==> config.mk <==
export PLATFORM = sky130hd
export DESIGN_NAME = nes_pad_reader_flat
export DESIGN_NICKNAME = d
export VERILOG_FILES = /design/src/rtl/nes_pad_reader_if.sv /design/src/rtl/nes_pad_reader.sv /design/src/flat_wrapper.sv
export SDC_FILE = /design/constraint.sdc
export NUM_CORES = 1
export LEC_CHECK = 0
export ABC_AREA = 1
export ABC_CLOCK_PERIOD_IN_PS = 2500
export CAP_MARGIN = 10
export CORE_MARGIN = 3
export CORE_UTILIZATION = 55
export CTS_BUF_LIST = sky130_fd_sc_hd__clkbuf_4
export DETAILED_ROUTE_END_ITERATION = 6
export PLACE_DENSITY = 0.75
export SLEW_MARGIN = 20
export SYNTH_ARGS = -nofsm -noshare
export SYNTH_HDL_FRONTEND = slang
export SYNTH_SLANG_ARGS = --single-unit
==> constraint.sdc <==
create_clock -name clk -period 2.5 [get_ports clk]
set_clock_uncertainty 0.1 [all_clocks]
set_input_delay 0.25 -clock clk [delete_from_list [all_inputs] [get_ports clk]]
set_output_delay 0.25 -clock clk [all_outputs]
set_load 0.1 [all_outputs]
==> src/rtl/nes_pad_reader_if.sv <==
// Shared NES controller bus: one latch and one shift clock fanned out to both
// pads, plus a serial data return line from each pad.
interface nes_pad_reader_if;
  logic [1:0] pad_data;   // [0] = pad 1, [1] = pad 2, active-low
  logic       pad_latch;
  logic       pad_clk;

  modport master (
    input  pad_data,
    output pad_latch,
    output pad_clk
  );

  modport slave (
    output pad_data,
    input  pad_latch,
    input  pad_clk
  );
endinterface

==> src/rtl/nes_pad_reader.sv <==
// Polls two NES controllers at a fixed rate over a shared latch/clock bus and
// publishes the decoded button state atomically once per completed frame.
module nes_pad_reader #(
  parameter int POLL_DIV  = 833333,
  parameter int PULSE_CYC = 300
) (
  input  logic                    clk,
  input  logic                    rst,
  nes_pad_reader_if.master        pad,
  output logic [3:0]              button,
  output logic [7:0]              pad_state_p1,
  output logic [7:0]              pad_state_p2,
  output logic                    frame_valid
);

  localparam int CW = $clog2(POLL_DIV);
  localparam int PW = $clog2(2 * PULSE_CYC);
  localparam logic [CW-1:0] POLL_LAST  = CW'(POLL_DIV - 1);
  localparam logic [PW-1:0] LATCH_LAST = PW'(2 * PULSE_CYC - 1);
  localparam logic [PW-1:0] HALF_LAST  = PW'(PULSE_CYC - 1);

  typedef enum logic [2:0] {IDLE, LATCH, BIT0, CLK_HI, CLK_LO, UPDATE} state_t;

  // Conflicting Up+Down cancels to neither direction.
  function automatic logic [1:0] dir_bits(input logic [7:0] s);
    return {s[5] & ~s[4], s[4] & ~s[5]};
  endfunction

  logic [1:0]    sync1_q, sync2_q;
  logic [CW-1:0] poll_q, poll_d;
  logic          tick_q, tick_d;
  state_t        state_q, state_d;
  logic [PW-1:0] phase_q, phase_d;
  logic [2:0]    idx_q, idx_d;
  logic [7:0]    sh1_q, sh1_d, sh2_q, sh2_d;
  logic          latch_q, latch_d;
  logic          pclk_q, pclk_d;
  logic          fv_q, fv_d;
  logic [7:0]    p1_q, p1_d, p2_q, p2_d;
  logic [3:0]    btn_q, btn_d;
  logic          phase_last;

  // Synchroniser resets to "released" (line high).
  always_ff @(posedge clk or negedge rst) begin
    if (!rst) begin
      sync1_q <= 2'b11;
      sync2_q <= 2'b11;
    end else begin
      sync1_q <= pad.pad_data;
      sync2_q <= sync1_q;
    end
  end

  always_comb begin
    poll_d = (poll_q == POLL_LAST) ? '0 : poll_q + CW'(1);
    tick_d = (poll_q == POLL_LAST);
  end

  always_ff @(posedge clk or negedge rst) begin
    if (!rst) begin
      state_q <= IDLE;
      poll_q  <= '0;
      tick_q  <= 1'b0;
      phase_q <= '0;
      idx_q   <= '0;
      sh1_q   <= '0;
      sh2_q   <= '0;
      latch_q <= 1'b0;
      pclk_q  <= 1'b0;
      fv_q    <= 1'b0;
      p1_q    <= '0;
      p2_q    <= '0;
      btn_q   <= '0;
    end else begin
      state_q <= state_d;
      poll_q  <= poll_d;
      tick_q  <= tick_d;
      phase_q <= phase_d;
      idx_q   <= idx_d;
      sh1_q   <= sh1_d;
      sh2_q   <= sh2_d;
      latch_q <= latch_d;
      pclk_q  <= pclk_d;
      fv_q    <= fv_d;
      p1_q    <= p1_d;
      p2_q    <= p2_d;
      btn_q   <= btn_d;
    end
  end

  always_comb begin
    state_d    = state_q;
    phase_d    = phase_q + PW'(1);
    idx_d      = idx_q;
    sh1_d      = sh1_q;
    sh2_d      = sh2_q;
    phase_last = (state_q == LATCH) ? (phase_q == LATCH_LAST) : (phase_q == HALF_LAST);

    case (state_q)
      IDLE: begin
        phase_d = '0;
        if (tick_q) state_d = LATCH;
      end
      LATCH: begin
        if (phase_last) begin
          phase_d = '0;
          state_d = BIT0;
        end
      end
      BIT0: begin
        if (phase_last) begin
          sh1_d[0] = ~sync2_q[0];
          sh2_d[0] = ~sync2_q[1];
          idx_d    = 3'd1;
          phase_d  = '0;
          state_d  = CLK_HI;
        end
      end
      CLK_HI: begin
        if (phase_last) begin
          phase_d = '0;
          state_d = CLK_LO;
        end
      end
      CLK_LO: begin
        if (phase_last) begin
          sh1_d[idx_q] = ~sync2_q[0];
          sh2_d[idx_q] = ~sync2_q[1];
          phase_d      = '0;
          if (idx_q == 3'd7) begin
            state_d = UPDATE;
          end else begin
            idx_d   = idx_q + 3'd1;
            state_d = CLK_HI;
          end
        end
      end
      UPDATE: begin
        phase_d = '0;
        state_d = IDLE;
      end
      default: begin
        phase_d = '0;
        state_d = IDLE;
      end
    endcase
  end

  // Bus and result outputs are registered from the next state so they line
  // up exactly with the state they belong to and never glitch.
  always_comb begin
    latch_d = (state_d == LATCH);
    pclk_d  = (state_d == CLK_HI);
    fv_d    = (state_d == UPDATE);
    p1_d    = p1_q;
    p2_d    = p2_q;
    btn_d   = btn_q;
    if (state_d == UPDATE) begin
      p1_d  = sh1_d;
      p2_d  = sh2_d;
      btn_d = {dir_bits(sh2_d), dir_bits(sh1_d)};
    end
  end

  assign pad.pad_latch    = latch_q;
  assign pad.pad_clk      = pclk_q;
  assign frame_valid      = fv_q;
  assign pad_state_p1     = p1_q;
  assign pad_state_p2     = p2_q;
  assign button           = btn_q;

endmodule

==> src/flat_wrapper.sv <==
// flat-port wrapper written by rule: the top's interface ports become plain ports
module nes_pad_reader_flat 
#(
  parameter int POLL_DIV  = 833333,
  parameter int PULSE_CYC = 300
)
  (clk, rst, button, pad_state_p1, pad_state_p2, frame_valid, pad_pad_data, pad_pad_latch, pad_pad_clk);
  nes_pad_reader_if pad_i ();
  input  logic clk;
  input  logic rst;
  output logic [3:0] button;
  output logic [7:0] pad_state_p1;
  output logic [7:0] pad_state_p2;
  output logic frame_valid;
  input wire logic [$bits(pad_i.pad_data)-1:0] pad_pad_data;
  output wire logic [$bits(pad_i.pad_latch)-1:0] pad_pad_latch;
  output wire logic [$bits(pad_i.pad_clk)-1:0] pad_pad_clk;
  assign pad_i.pad_data = pad_pad_data;
  assign pad_pad_latch = pad_i.pad_latch;
  assign pad_pad_clk = pad_i.pad_clk;
  nes_pad_reader #(.POLL_DIV(POLL_DIV), .PULSE_CYC(PULSE_CYC)) u_core (.clk(clk), .rst(rst), .pad(pad_i), .button(button), .pad_state_p1(pad_state_p1), .pad_state_p2(pad_state_p2), .frame_valid(frame_valid));
endmodule
==> qor.txt <==
Run status: finished clean
Number of antenna violations at the first check in global routing: 0
CTS Buf Count: 9
Actual slew at the worst max-slew pin: 560 ps
Total inserted antenna cells: 0
# H-tree levels: 3
HPWL after detailed placement: 5690 µm
Setup repair after global routing missed its margin: no
Ys async rst share: 1.00
Final Slew Violations: 0
Yosys cell types: 34
Setup TNS: 0 ps
# nets final: 545
Number of vias per cell: 5.04
Crit path max-delay family: simple AND/OR/NAND/NOR gates
Most frequent standard cell in the layout excluding fill and tap cells: sky130_fd_sc_hd__nand2_1
Total number of vias: 3,212
Power share of the sequential group: 0.624
Area taken by multi-input logic gates: 0.00157 mm²
Last weighted congestion value of the routability-driven placer: 0.860
Area grow syn2layout: 11.3%
Share of final-layout standard cells stronger than drive strength 1: 0.137
Slew headroom: 0.627
Global-route wire length before repair: 14,000 µm
Share of the clock period used by the worst path: 0.882
Clock latency at the later pin of the worst-skew pair: 410 ps
Relative contribution of combinational cells to total power: 0.017
Synth warn: 0
Area of the die: 0.00838 mm²
# fillers: 580
Worst endpoint required time: 2720 ps
Number of failing setup endpoints in the final timing report: 0
Flops & latches, synth: 80
Slowest cell on the critical path: sky130_fd_sc_hd__dfrtp_1
Max-capacitance violation count: 0
Placeable Area: 0.00694 mm²
Site Rows: 30
DRT iter0 DRCs: 145
Total buffers and inverters traversed by the critical path: 1
CP startpoint kind: flip-flop
Net Sw Frac: 0.230
Commonest cells after routing, fill and taps aside: 118 x sky130_fd_sc_hd__nand2_1, 92 x sky130_fd_sc_hd__inv_1, 76 x sky130_fd_sc_hd__dfrtp_1, 46 x sky130_fd_sc_hd__nor2_1, 45 x sky130_fd_sc_hd__nand3_1
CTS clock-pin slew for the worst setup and hold paths: 120 ps
Pin count of the biggest net entering global routing: 43
Routed wire length: 8020 µm
Via count of the first global-routing pass: 3,159
Critical path class: reg2reg
Average wire length per cell after detail routing: 12.6 µm
Type of the most critical hold path: in2reg
Chip width: 91.5 µm
Number of I/O port buffers: 26
Placement-stage cell area: 0.00433 mm²
CTS tree: built
Final hold vios: 0
Count of nets left with antenna violations after detail routing: 0
Io pins: 27
Cell count after synthesis: 501
Avg Cell Area, Syn: 8.03 µm²
Sequential area share after synthesis: 0.499
Clock group share of total power: 0.359
Root buffer cell: sky130_fd_sc_hd__clkbuf_4
Pre-antenna DRT Iters: 5
Crit path capture type: flip-flop
Sinks on the clock net: 80
Largest incremental delay on the critical path: 410 ps
Final critical-path required period: 2210 ps
Number of synthesized flops with an enable pin: 0
Overall fraction of global-route tracks in use: 0.206
Area of the mapped netlist: 0.00402 mm²
Remaining global-route overflow: 0
Sequential cell area: 0.00201 mm²
Initial standard-cell utilization of the core: 0.579
Final routed DRC violation total: 0
Peak supply drop: 0.376 mV
Die Height: 91.5 µm
Leakage dissipation: 0.00248 µW
Int Pwr: 1610 µW
Worst-path fanout max: 24
Synthesized net count: 510
Number of buffers on the longest clock path: 2
Max Clock Freq: 453 MHz
Post-route standard cell area excluding fillers: 0.00448 mm²
Worst path cell trace: ha_1, nand3_1, nor2_4, nand2_2, nor2_8, nand2_1, nand3_1, nand2_2, nand2_2, nand2_1, nand2_1, inv_1
Most used flip-flop cell after synthesis: sky130_fd_sc_hd__dfrtp_1
NetSw: 481 µW
Areal power density over the cells: 468 mW/mm²
Data arrival time of the critical path: 2430 ps
## Yosys cell counts (2+ instances only)
| master | n | share of area |
|---|---|---|
| sky130_fd_sc_hd__nand2_1 | 118 | 0.11 |
| sky130_fd_sc_hd__inv_1 | 92 | 0.086 |
| sky130_fd_sc_hd__dfrtp_1 | 76 | 0.47 |
| sky130_fd_sc_hd__nor2_1 | 46 | 0.043 |
| sky130_fd_sc_hd__nand3_1 | 45 | 0.056 |
| sky130_fd_sc_hd__nand4_1 | 26 | 0.040 |
| sky130_fd_sc_hd__a21oi_1 | 12 | 0.015 |
| sky130_fd_sc_hd__o21ai_0 | 10 | 0.012 |
| sky130_fd_sc_hd__xor2_1 | 9 | 0.020 |
| sky130_fd_sc_hd__ha_1 | 5 | 0.016 |
| sky130_fd_sc_hd__nand2_2 | 5 | 0.0078 |
| sky130_fd_sc_hd__nor3_1 | 5 | 0.0062 |
| sky130_fd_sc_hd__buf_6 | 4 | 0.011 |
| sky130_fd_sc_hd__clkbuf_1 | 4 | 0.0037 |
| sky130_fd_sc_hd__dfstp_2 | 4 | 0.026 |
| sky130_fd_sc_hd__nor4_1 | 4 | 0.0062 |
| sky130_fd_sc_hd__buf_2 | 3 | 0.0037 |
| sky130_fd_sc_hd__inv_2 | 3 | 0.0028 |
| sky130_fd_sc_hd__nand3_2 | 3 | 0.0075 |
| sky130_fd_sc_hd__nand3b_1 | 3 | 0.0056 |
| sky130_fd_sc_hd__o21a_1 | 3 | 0.0056 |
| sky130_fd_sc_hd__o21ai_1 | 3 | 0.0037 |
| sky130_fd_sc_hd__or2_2 | 3 | 0.0047 |
| sky130_fd_sc_hd__xnor2_1 | 3 | 0.0065 |
| sky130_fd_sc_hd__a21oi_2 | 2 | 0.0044 |
| sky130_fd_sc_hd__buf_4 | 2 | 0.0037 |
## layer usage
| metal | vias to the layer above | share of wire | track usage |
|---|---|---|---|
| li1 | 1644 | - | - |
| met1 | 1512 | 0.47 | 0.264 |
| met2 | 49 | 0.48 | 0.346 |
| met3 | 7 | 0.036 | 0.0530 |
| met4 | 0 | 0.010 | 0.0578 |
| met5 | - | 0 | 0 |
## power groups by stage
stage                     clock [µW]  sequential [µW]  combinational [µW]
after floorplan                    0             1330                5.13
after detailed placement           0             1330                36.6
after CTS                        773             1310                38.2
after global placement             0             1330                36.1
after global routing             833             1310                41.3
final                            751             1310                35.7
## state kept, by name (all words and copies together) (netlist names), 4 cells and up
signal and flops:
u_core.poll_q 20, u_core.phase_q 10, u_core.pad_state_p1 8, u_core.pad_state_p2 8
u_core.sh1_q 8, u_core.sh2_q 8, u_core.button 4
## per-stage QoR
step | utilization | setup WS (ps) | power (µW) | instances | hold slack [ps]
global placement | 0.623 | 366 | 1370 | 620 | 178
detailed placement | 0.623 | 283 | 1370 | 620 | 172
global route | 0.645 | 47.9 | 2180 | 637 | 93.1
CTS | 0.645 | 254 | 2120 | 637 | 106
floorplan | - | 609 | 1330 | 501 | -146
finish | 0.645 | 294 | 2090 | 637 | 132
## repair_timing
action,4_1_cts,5_1_grt
resized for setup,0,0
setup endpoints to repair,0,0
buffers inserted,0,0
hold buffers,1,0
hold endpoints to repair,39,0
## kinds of logic after synthesis
group,share of synthesized area
AOI/OAI and AO/OA,0.0463
xor gates and xnor gates,0.0261
adders and majority gates,0.0156
buffers and inverters,0.111
DFF,0.499
and+or+nand+nor,0.302
## final timing paths
check,start,endpoint,slack [ps],depth (start not counted)
min in group asynchronous,rst,u_core.poll_q[16],250,2
min reg2reg,u_core.sync1_q[0],u_core.sync2_q[0],270,0
min,pad_pad_data[0],u_core.sync1_q[0],130,1
max,u_core.phase_q[0],u_core.pad_state_p1[3],290,12
max in group asynchronous,rst,u_core.sync2_q[1],1350,3
max reg2reg,u_core.phase_q[0],u_core.pad_state_p1[3],290,12
## area by class of cell
class	count	share of cell area
well taps	96	0.0268
clock inverters	7	0.0162
repair buffers	37	0.0637
inverters	95	0.0796
flip-flops and latches	80	0.448
multi-input cells	313	0.350
clock buffers	9	0.0151
Note: power is estimated with default switching activity, not from simulation.
